### src/rtl/robbie_wheel_drive_pkg.sv
// Shared types and default parameters for the Robbie wheel-drive stage.
// The wheel state codes are also what the 7-segment display path decodes.
package robbie_wheel_drive_pkg;

  typedef enum logic [1:0] {
    STOPPED = 2'd0,
    ACCEL   = 2'd1,
    RUN     = 2'd2,
    DECEL   = 2'd3
  } wheel_state_e;

  localparam int unsigned DEF_PWM_BITS = 8;
  localparam int unsigned DEF_DUTY_MAX = 255;
  localparam int unsigned DEF_RAMP_DIV = 50000;
  localparam int unsigned DEF_RAMP_W   = 16;

endpackage

### src/rtl/robbie_wheel_drive_if.sv
// Controller-side bundle of the wheel-drive stage.
// The master side drives the activate/stop requests; the slave side is the drive stage.
interface robbie_wheel_drive_if #(
  parameter int unsigned PWM_BITS = 8
);
  logic                lwa;
  logic                rwa;
  logic                estop;
  logic                l_pwm;
  logic                r_pwm;
  logic [1:0]          l_state;
  logic [1:0]          r_state;
  logic [PWM_BITS-1:0] l_duty;
  logic [PWM_BITS-1:0] r_duty;

  modport master (
    output lwa, rwa, estop,
    input  l_pwm, r_pwm, l_state, r_state, l_duty, r_duty
  );

  modport slave (
    input  lwa, rwa, estop,
    output l_pwm, r_pwm, l_state, r_state, l_duty, r_duty
  );
endinterface

### src/rtl/robbie_wheel_ramp.sv
// One wheel: soft-start/soft-stop duty ramp, motion FSM and PWM comparator.
// Emergency stop dominates; duty only moves on prescaler ticks.
module robbie_wheel_ramp
  import robbie_wheel_drive_pkg::*;
#(
  parameter int unsigned PWM_BITS = DEF_PWM_BITS,
  parameter int unsigned DUTY_MAX = DEF_DUTY_MAX
) (
  input  logic                clk,
  input  logic                rst_n,
  input  logic                act,
  input  logic                tick,
  input  logic                stop,
  input  logic [PWM_BITS-1:0] pwm_cnt,
  output logic                pwm,
  output wheel_state_e        state,
  output logic [PWM_BITS-1:0] duty
);

  localparam logic [PWM_BITS-1:0] DMAX = PWM_BITS'(DUTY_MAX);

  wheel_state_e        state_next;
  logic [PWM_BITS-1:0] duty_next;

  always_ff @(posedge clk or negedge rst_n) begin
    if (!rst_n) begin
      state <= STOPPED;
      duty  <= '0;
      pwm   <= 1'b0;
    end else begin
      state <= state_next;
      duty  <= duty_next;
      pwm   <= (duty > pwm_cnt);
    end
  end

  always_comb begin
    state_next = state;
    duty_next  = duty;
    if (stop) begin
      state_next = STOPPED;
      duty_next  = '0;
    end else begin
      if (tick) begin
        if (act && (duty < DMAX)) begin
          duty_next = duty + PWM_BITS'(1);
        end else if (!act && (duty != '0)) begin
          duty_next = duty - PWM_BITS'(1);
        end
      end
      // Direction follows act at once; RUN/STOPPED are only reached on a tick
      // that lands the duty on its limit.
      unique case (state)
        STOPPED: begin
          if (act) state_next = ACCEL;
        end
        ACCEL: begin
          if (!act) begin
            state_next = DECEL;
          end else if (tick && (duty_next == DMAX)) begin
            state_next = RUN;
          end
        end
        RUN: begin
          if (!act) state_next = DECEL;
        end
        DECEL: begin
          if (act) begin
            state_next = ACCEL;
          end else if (tick && (duty_next == '0)) begin
            state_next = STOPPED;
          end
        end
        default: state_next = STOPPED;
      endcase
    end
  end

endmodule

### src/rtl/robbie_wheel_drive.sv
// Wheel-drive stage: input synchronizers, ramp prescaler and shared PWM counter
// feeding one ramp/PWM block per wheel.
module robbie_wheel_drive
  import robbie_wheel_drive_pkg::*;
#(
  parameter int unsigned PWM_BITS = DEF_PWM_BITS,
  parameter int unsigned DUTY_MAX = DEF_DUTY_MAX,
  parameter int unsigned RAMP_DIV = DEF_RAMP_DIV,
  parameter int unsigned RAMP_W   = DEF_RAMP_W
) (
  input  logic                 CLOCK_50,
  input  logic                 resetn,
  robbie_wheel_drive_if.slave  bus
);

  localparam logic [RAMP_W-1:0] RAMP_LAST = RAMP_W'(RAMP_DIV - 1);

  logic [1:0]          sync_l;
  logic [1:0]          sync_r;
  logic [1:0]          sync_e;
  logic                act_l;
  logic                act_r;
  logic                stop_s;
  logic [RAMP_W-1:0]   pre_cnt;
  logic                tick;
  logic [PWM_BITS-1:0] pwm_cnt;
  wheel_state_e        l_st;
  wheel_state_e        r_st;

  // Controller inputs are switch-driven, so each gets a two-stage synchronizer.
  always_ff @(posedge CLOCK_50 or negedge resetn) begin
    if (!resetn) begin
      sync_l <= '0;
      sync_r <= '0;
      sync_e <= '0;
    end else begin
      sync_l <= {sync_l[0], bus.lwa};
      sync_r <= {sync_r[0], bus.rwa};
      sync_e <= {sync_e[0], bus.estop};
    end
  end

  assign act_l  = sync_l[1];
  assign act_r  = sync_r[1];
  assign stop_s = sync_e[1];

  // Prescaler and PWM counter keep running through an emergency stop.
  always_ff @(posedge CLOCK_50 or negedge resetn) begin
    if (!resetn) begin
      pre_cnt <= '0;
      pwm_cnt <= '0;
    end else begin
      pre_cnt <= tick ? '0 : pre_cnt + RAMP_W'(1);
      pwm_cnt <= pwm_cnt + PWM_BITS'(1);
    end
  end

  assign tick = (pre_cnt == RAMP_LAST);

  robbie_wheel_ramp #(
    .PWM_BITS (PWM_BITS),
    .DUTY_MAX (DUTY_MAX)
  ) u_left (
    .clk     (CLOCK_50),
    .rst_n   (resetn),
    .act     (act_l),
    .tick    (tick),
    .stop    (stop_s),
    .pwm_cnt (pwm_cnt),
    .pwm     (bus.l_pwm),
    .state   (l_st),
    .duty    (bus.l_duty)
  );

  robbie_wheel_ramp #(
    .PWM_BITS (PWM_BITS),
    .DUTY_MAX (DUTY_MAX)
  ) u_right (
    .clk     (CLOCK_50),
    .rst_n   (resetn),
    .act     (act_r),
    .tick    (tick),
    .stop    (stop_s),
    .pwm_cnt (pwm_cnt),
    .pwm     (bus.r_pwm),
    .state   (r_st),
    .duty    (bus.r_duty)
  );

  assign bus.l_state = l_st;
  assign bus.r_state = r_st;

endmodule

### src/flat_wrapper.sv
// flat-port wrapper written by rule: the top's interface ports become plain ports
module robbie_wheel_drive_flat import robbie_wheel_drive_pkg::*;
#(
  parameter int unsigned PWM_BITS = DEF_PWM_BITS,
  parameter int unsigned DUTY_MAX = DEF_DUTY_MAX,
  parameter int unsigned RAMP_DIV = DEF_RAMP_DIV,
  parameter int unsigned RAMP_W   = DEF_RAMP_W
)
  (CLOCK_50, resetn, bus_lwa, bus_rwa, bus_estop, bus_l_pwm, bus_r_pwm, bus_l_state, bus_r_state, bus_l_duty, bus_r_duty);
  robbie_wheel_drive_if #(.PWM_BITS(PWM_BITS)) bus_i ();
  input  logic CLOCK_50;
  input  logic resetn;
  input wire logic [$bits(bus_i.lwa)-1:0] bus_lwa;
  input wire logic [$bits(bus_i.rwa)-1:0] bus_rwa;
  input wire logic [$bits(bus_i.estop)-1:0] bus_estop;
  output wire logic [$bits(bus_i.l_pwm)-1:0] bus_l_pwm;
  output wire logic [$bits(bus_i.r_pwm)-1:0] bus_r_pwm;
  output wire logic [$bits(bus_i.l_state)-1:0] bus_l_state;
  output wire logic [$bits(bus_i.r_state)-1:0] bus_r_state;
  output wire logic [$bits(bus_i.l_duty)-1:0] bus_l_duty;
  output wire logic [$bits(bus_i.r_duty)-1:0] bus_r_duty;
  assign bus_i.lwa = bus_lwa;
  assign bus_i.rwa = bus_rwa;
  assign bus_i.estop = bus_estop;
  assign bus_l_pwm = bus_i.l_pwm;
  assign bus_r_pwm = bus_i.r_pwm;
  assign bus_l_state = bus_i.l_state;
  assign bus_r_state = bus_i.r_state;
  assign bus_l_duty = bus_i.l_duty;
  assign bus_r_duty = bus_i.r_duty;
  robbie_wheel_drive #(.PWM_BITS(PWM_BITS), .DUTY_MAX(DUTY_MAX), .RAMP_DIV(RAMP_DIV), .RAMP_W(RAMP_W)) u_core (.CLOCK_50(CLOCK_50), .resetn(resetn), .bus(bus_i));
endmodule
### config.mk
export PLATFORM = sky130hd
export DESIGN_NAME = robbie_wheel_drive_flat
export DESIGN_NICKNAME = d
export VERILOG_FILES = /design/src/rtl/robbie_wheel_drive_pkg.sv /design/src/rtl/robbie_wheel_drive_if.sv /design/src/rtl/robbie_wheel_ramp.sv /design/src/rtl/robbie_wheel_drive.sv /design/src/flat_wrapper.sv
export SDC_FILE = /design/constraint.sdc
export NUM_CORES = 1
export LEC_CHECK = 0
export ABC_AREA = 1
export CAP_MARGIN = 10
export CORE_AREA = 4 4 93 78
export CTS_BUF_LIST = sky130_fd_sc_hd__clkbuf_2 sky130_fd_sc_hd__clkbuf_4 sky130_fd_sc_hd__clkbuf_8
export CTS_CLUSTER_DIAMETER = 30
export CTS_CLUSTER_SIZE = 25
export DETAILED_ROUTE_END_ITERATION = 8
export DIE_AREA = 0 0 97 82
export GPL_TIMING_DRIVEN = 0
export PLACE_DENSITY_LB_ADDON = 0.25
export SYNTH_ARGS = -nofsm -noshare
export SYNTH_HDL_FRONTEND = slang
export SYNTH_SLANG_ARGS = --single-unit
### constraint.sdc
create_clock -name CLOCK_50 -period 2.15 [get_ports CLOCK_50]
set_input_delay 0.645 -clock CLOCK_50 [delete_from_list [all_inputs] [get_ports CLOCK_50]]
set_output_delay 0.645 -clock CLOCK_50 [all_outputs]
set_load 0.1 [all_outputs]
==> results by group <==
GRT
  – Total track usage: 25.1%
  – Met1 Usage GRT: 32.1%
  – GRT overflow: 0
  – Met3 Use GR: 3.99%
  – Vias in the first global route: 3546
  – Initial antenna violation count: 0
  – Largest net degree at the start of global routing: 40
  – GR peak layer: met2
  – First-pass GRT wire length: 16100 µm
  – GR Util met2: 44.6%

Synth
  – Count leader, synth: nand2_1
  – FF+latch count, synth: 52
  – Cell Area, Synth: 3710 µm²
  – Syn_nets: ~560
  – Ys flop type: dfrtp_1
  – Post-synth EDFFs: 0
  – Cell taking the most area after synthesis: dfrtp_1
  – Netlist cell types: 31
  – Synth top area cells: dfrtp_1, nand2_1, ha_1, inv_1, nor2_1
  – Average size of a mapped cell: 7.12 µm²
  – Sequential-to-total area share from yosys stat: 35.1%
  – FFs w/ async S/R, synth: 100%
  – Ys Warns: 0
  – Share of the synthesized area in the top cell type: a little over a third
  – Cells after Synth: about 520
  – Top cells by count, synth: nand2_1, inv_1, nor2_1, dfrtp_1, nand3_1

Setup path
  – Startpoint types: register
  – Reg-to-reg startpoint: u_core.u_right.duty[0]
  – WP data arrival: roughly 2500 ps
  – Buffers & Inverters on Critical Path: 1
  – Critical path class: register to register
  – Crit path max-delay family: simple AND/OR/NAND/NOR gates
  – Crit. End Element: register
  – Critical R2R Capture: u_core.u_right.state[1]
  – Critical Path, Cell by Cell: buf_12 -> ha_4 -> nand2_4 -> nor2_4 -> nand2_4 -> nand2_8 -> nand2_1 -> nand2_1 -> nand2_1 -> nand2_1 -> nor2_2 -> nand2_1 -> nor2_1 -> nand2_1 -> nand2_2 -> nand3_2 -> nand2_1 -> nand2_1
  – Most used cell along the critical path: nand2_1
  – CP required: ~2400 ps
  – Max FO, Critical Path: 8
  – R2r setup slk: -80 ps
  – Cell depth of the worst flop-to-flop path: 18
  – Crit-path slowest cell: dfrtp_4
  – CP peak stage delay: 540 ps

Die
  – Core area: 6280 µm²
  – Die Width: 97 µm
  – Starting density of the core: 59.1%
  – Die height: between 80 and 90 µm
  – Row count: 26
  – Boundary Pins: 27
  – Die area: ~8000 µm²

Flow run
  – Max Cap Violations: 0

CTS
  – Worst skew pair latency: 320 ps
  – CTS root buf: clkbuf_8
  – CTS H-Tree Depth: 2
  – TritonCTS Buffers: 5
  – Clock Sinks: 52
  – Longest Clk Path Bufs: 2
  – Reg clk slew, reported paths: 100 ps
  – CTS tree: built
  – CTS Hold Buffers Added: 0

Final layout
  – Nets: roughly 620
  – Layout cells sized above 1: 28.2%
  – Antenna diode count: 0
  – Area delta synth->final: 27.9%

Power
  – Leakage: 2.38 nW
  – Maximum VDD drop: 0.457 mV
  – Pwr per Cell Area: 530 nW/µm²

Timing
  – Worst Skew: 7.10 ps
  – Worst setup margin: -82.9 ps
  – Final Hold Vio Count: 0
  – Setup TNS: -279 ps
  – RSZ-0062 raised after global routing: yes
  – Setup violations, final: 5
  – Max-slew violations: 0
  – Time the worst path needs with I/O delays and setup: 2230 ps
  – Max Clock Freq: 448 MHz
  – Final period util: 104%
  – Slew HR: about three fifths
  – Worst hold margin: 226 ps
  – Least-Margin Pin Slew: between 600 and 700 ps

Hold path
  – Hold Crit Class: primary input to asynchronous set/reset pin

Routing
  – 1st-pass router iterations: 5
  – DRC Markers: 0
  – Vias: 3787
  – Initial DRC count: about 270
  – Overall routed net length: 10500 µm
  – Vias per inst: 5.69
  – Antenna-violating nets left: 0
  – Drt wl/cell: 15.7 µm

Status
  – Failing checks: setup timing
  – Outcome: complete, but fails checks

Place
  – Gpl congestion: 0.903
  – Port bufs: 26
  – Dpl hpwl: 6930 µm
==> registers in the layout (all words and copies together), names as in the netlist <==
| signal | count |
|---|---|
| u_core.u_left.state | 2 |
| u_core.sync_r | 2 |
| u_core.pre_cnt | 16 |
| u_core.u_left.pwm | 1 |
| u_core.u_left.duty | 8 |
| u_core.pwm_cnt | 8 |
| u_core.u_right.duty | 8 |
| u_core.sync_l | 2 |
| u_core.u_right.pwm | 1 |
| u_core.sync_e | 2 |
| u_core.u_right.state | 2 |
==> placed cells by master (no fill, tap or decap), types with 3 or more instances in the layout <==
cell             netlist  layout
a21oi_1               24      21
a21oi_2                0       3
a31oi_1                4       4
buf_2                  2       5
buf_4                  1      23
clkbuf_1               3       3
clkbuf_8               0       6
clkdlybuf4s15_2        0      19
clkdlybuf4s50_1        0       3
dfrtp_1               52      36
dfrtp_2                0      12
dfrtp_4                0       4
ha_1                  32      28
ha_4                   0       3
inv_1                 74      65
inv_2                  3       9
nand2_1              133     108
nand2_2               10      30
nand2_4                2       6
nand3_1               44      37
nand3_2                4      10
nand3b_1               4       4
nand4_1               15      15
nor2_1                62      55
nor2_2                 2       7
nor2_4                 2       4
nor3_1                12      10
nor3b_1                4       4
o21ai_0               11      10
xor2_1                10      10
==> cells by family (layout without fill, tap and decap cells) <==
group | after synthesis | count (layout) | share of synthesized area [%]
xor gates and xnor gates | 10 | 10 | 2.36
AOI/OAI and AO/OA | 44 | 44 | 6.28
DFF | 52 | 52 | 35.1
and+or+nand+nor | 299 | 300 | 36.6
adders and majority gates | 32 | 32 | 10.8
buffers and inverters | 84 | 144 | 8.87
==> area by class of cell <==
class	count	area, µm²
sequential	52	1330
inverter	77	302
clock inverter	2	38.8
tap	84	105
multi-input combinational	386	2360
buffer	7	43.8
timing repair buffer	52	482
clock buffer	6	82.6
fill	440	1540
==> worst max-delay path by stage <==
| stage | cells after the start | endpoint | startpoint |
|---|---|---|---|
| floorplan | 15 | u_core.u_left.state[0] | u_core.u_left.duty[4] |
| global placement | 1 | u_core.u_left.duty[0] | resetn |
| detailed placement | 1 | bus_r_duty[0] | u_core.u_right.duty[0] |
| CTS | 17 | u_core.u_right.state[1] | u_core.u_right.duty[0] |
| global route | 17 | u_core.u_right.state[1] | u_core.u_right.duty[0] |
| finish | 18 | u_core.u_right.state[1] | u_core.u_right.duty[0] |
==> where the power goes <==
group          leakage, nW  internal (mW)  switching [mW]  total (mW)
clock               0.0614          0.382           0.359       0.741
sequential           0.651           1.02          0.0579        1.08
combinational         1.67          0.193           0.505       0.698
==> routing by layer <==
metal,routed length (µm),vias to the layer above,part of all wire [%]
met5,0,-,0
met4,233,0,2.2
met3,832,31,7.9
met2,5090,190,49
met1,4330,1766,41
li1,-,1800,-
==> repair_timing <==
item	4_1_cts	5_1_grt
pin swaps	17	23
gates resized for setup	82	62
gates cloned	1	1
endpoints found under the setup margin	26	10
buffers inserted	13	11
==> per-stage QoR <==
stage	cells	util, %	total power [mW]	worst slack (ps)	cell area [µm²]
6_report	666	75.5	2.51	-82.9	4740
4_1_cts	654	71.2	2.50	-90.2	4470
2_1_floorplan	521	-	1.59	9.89	3770
3_5_place_dp	632	66.1	1.78	-124	4150
3_3_place_gp	631	65.8	1.75	-1490	4130
5_1_grt	666	75.5	2.63	-210	4740
(Power assumes the default switching activity.)
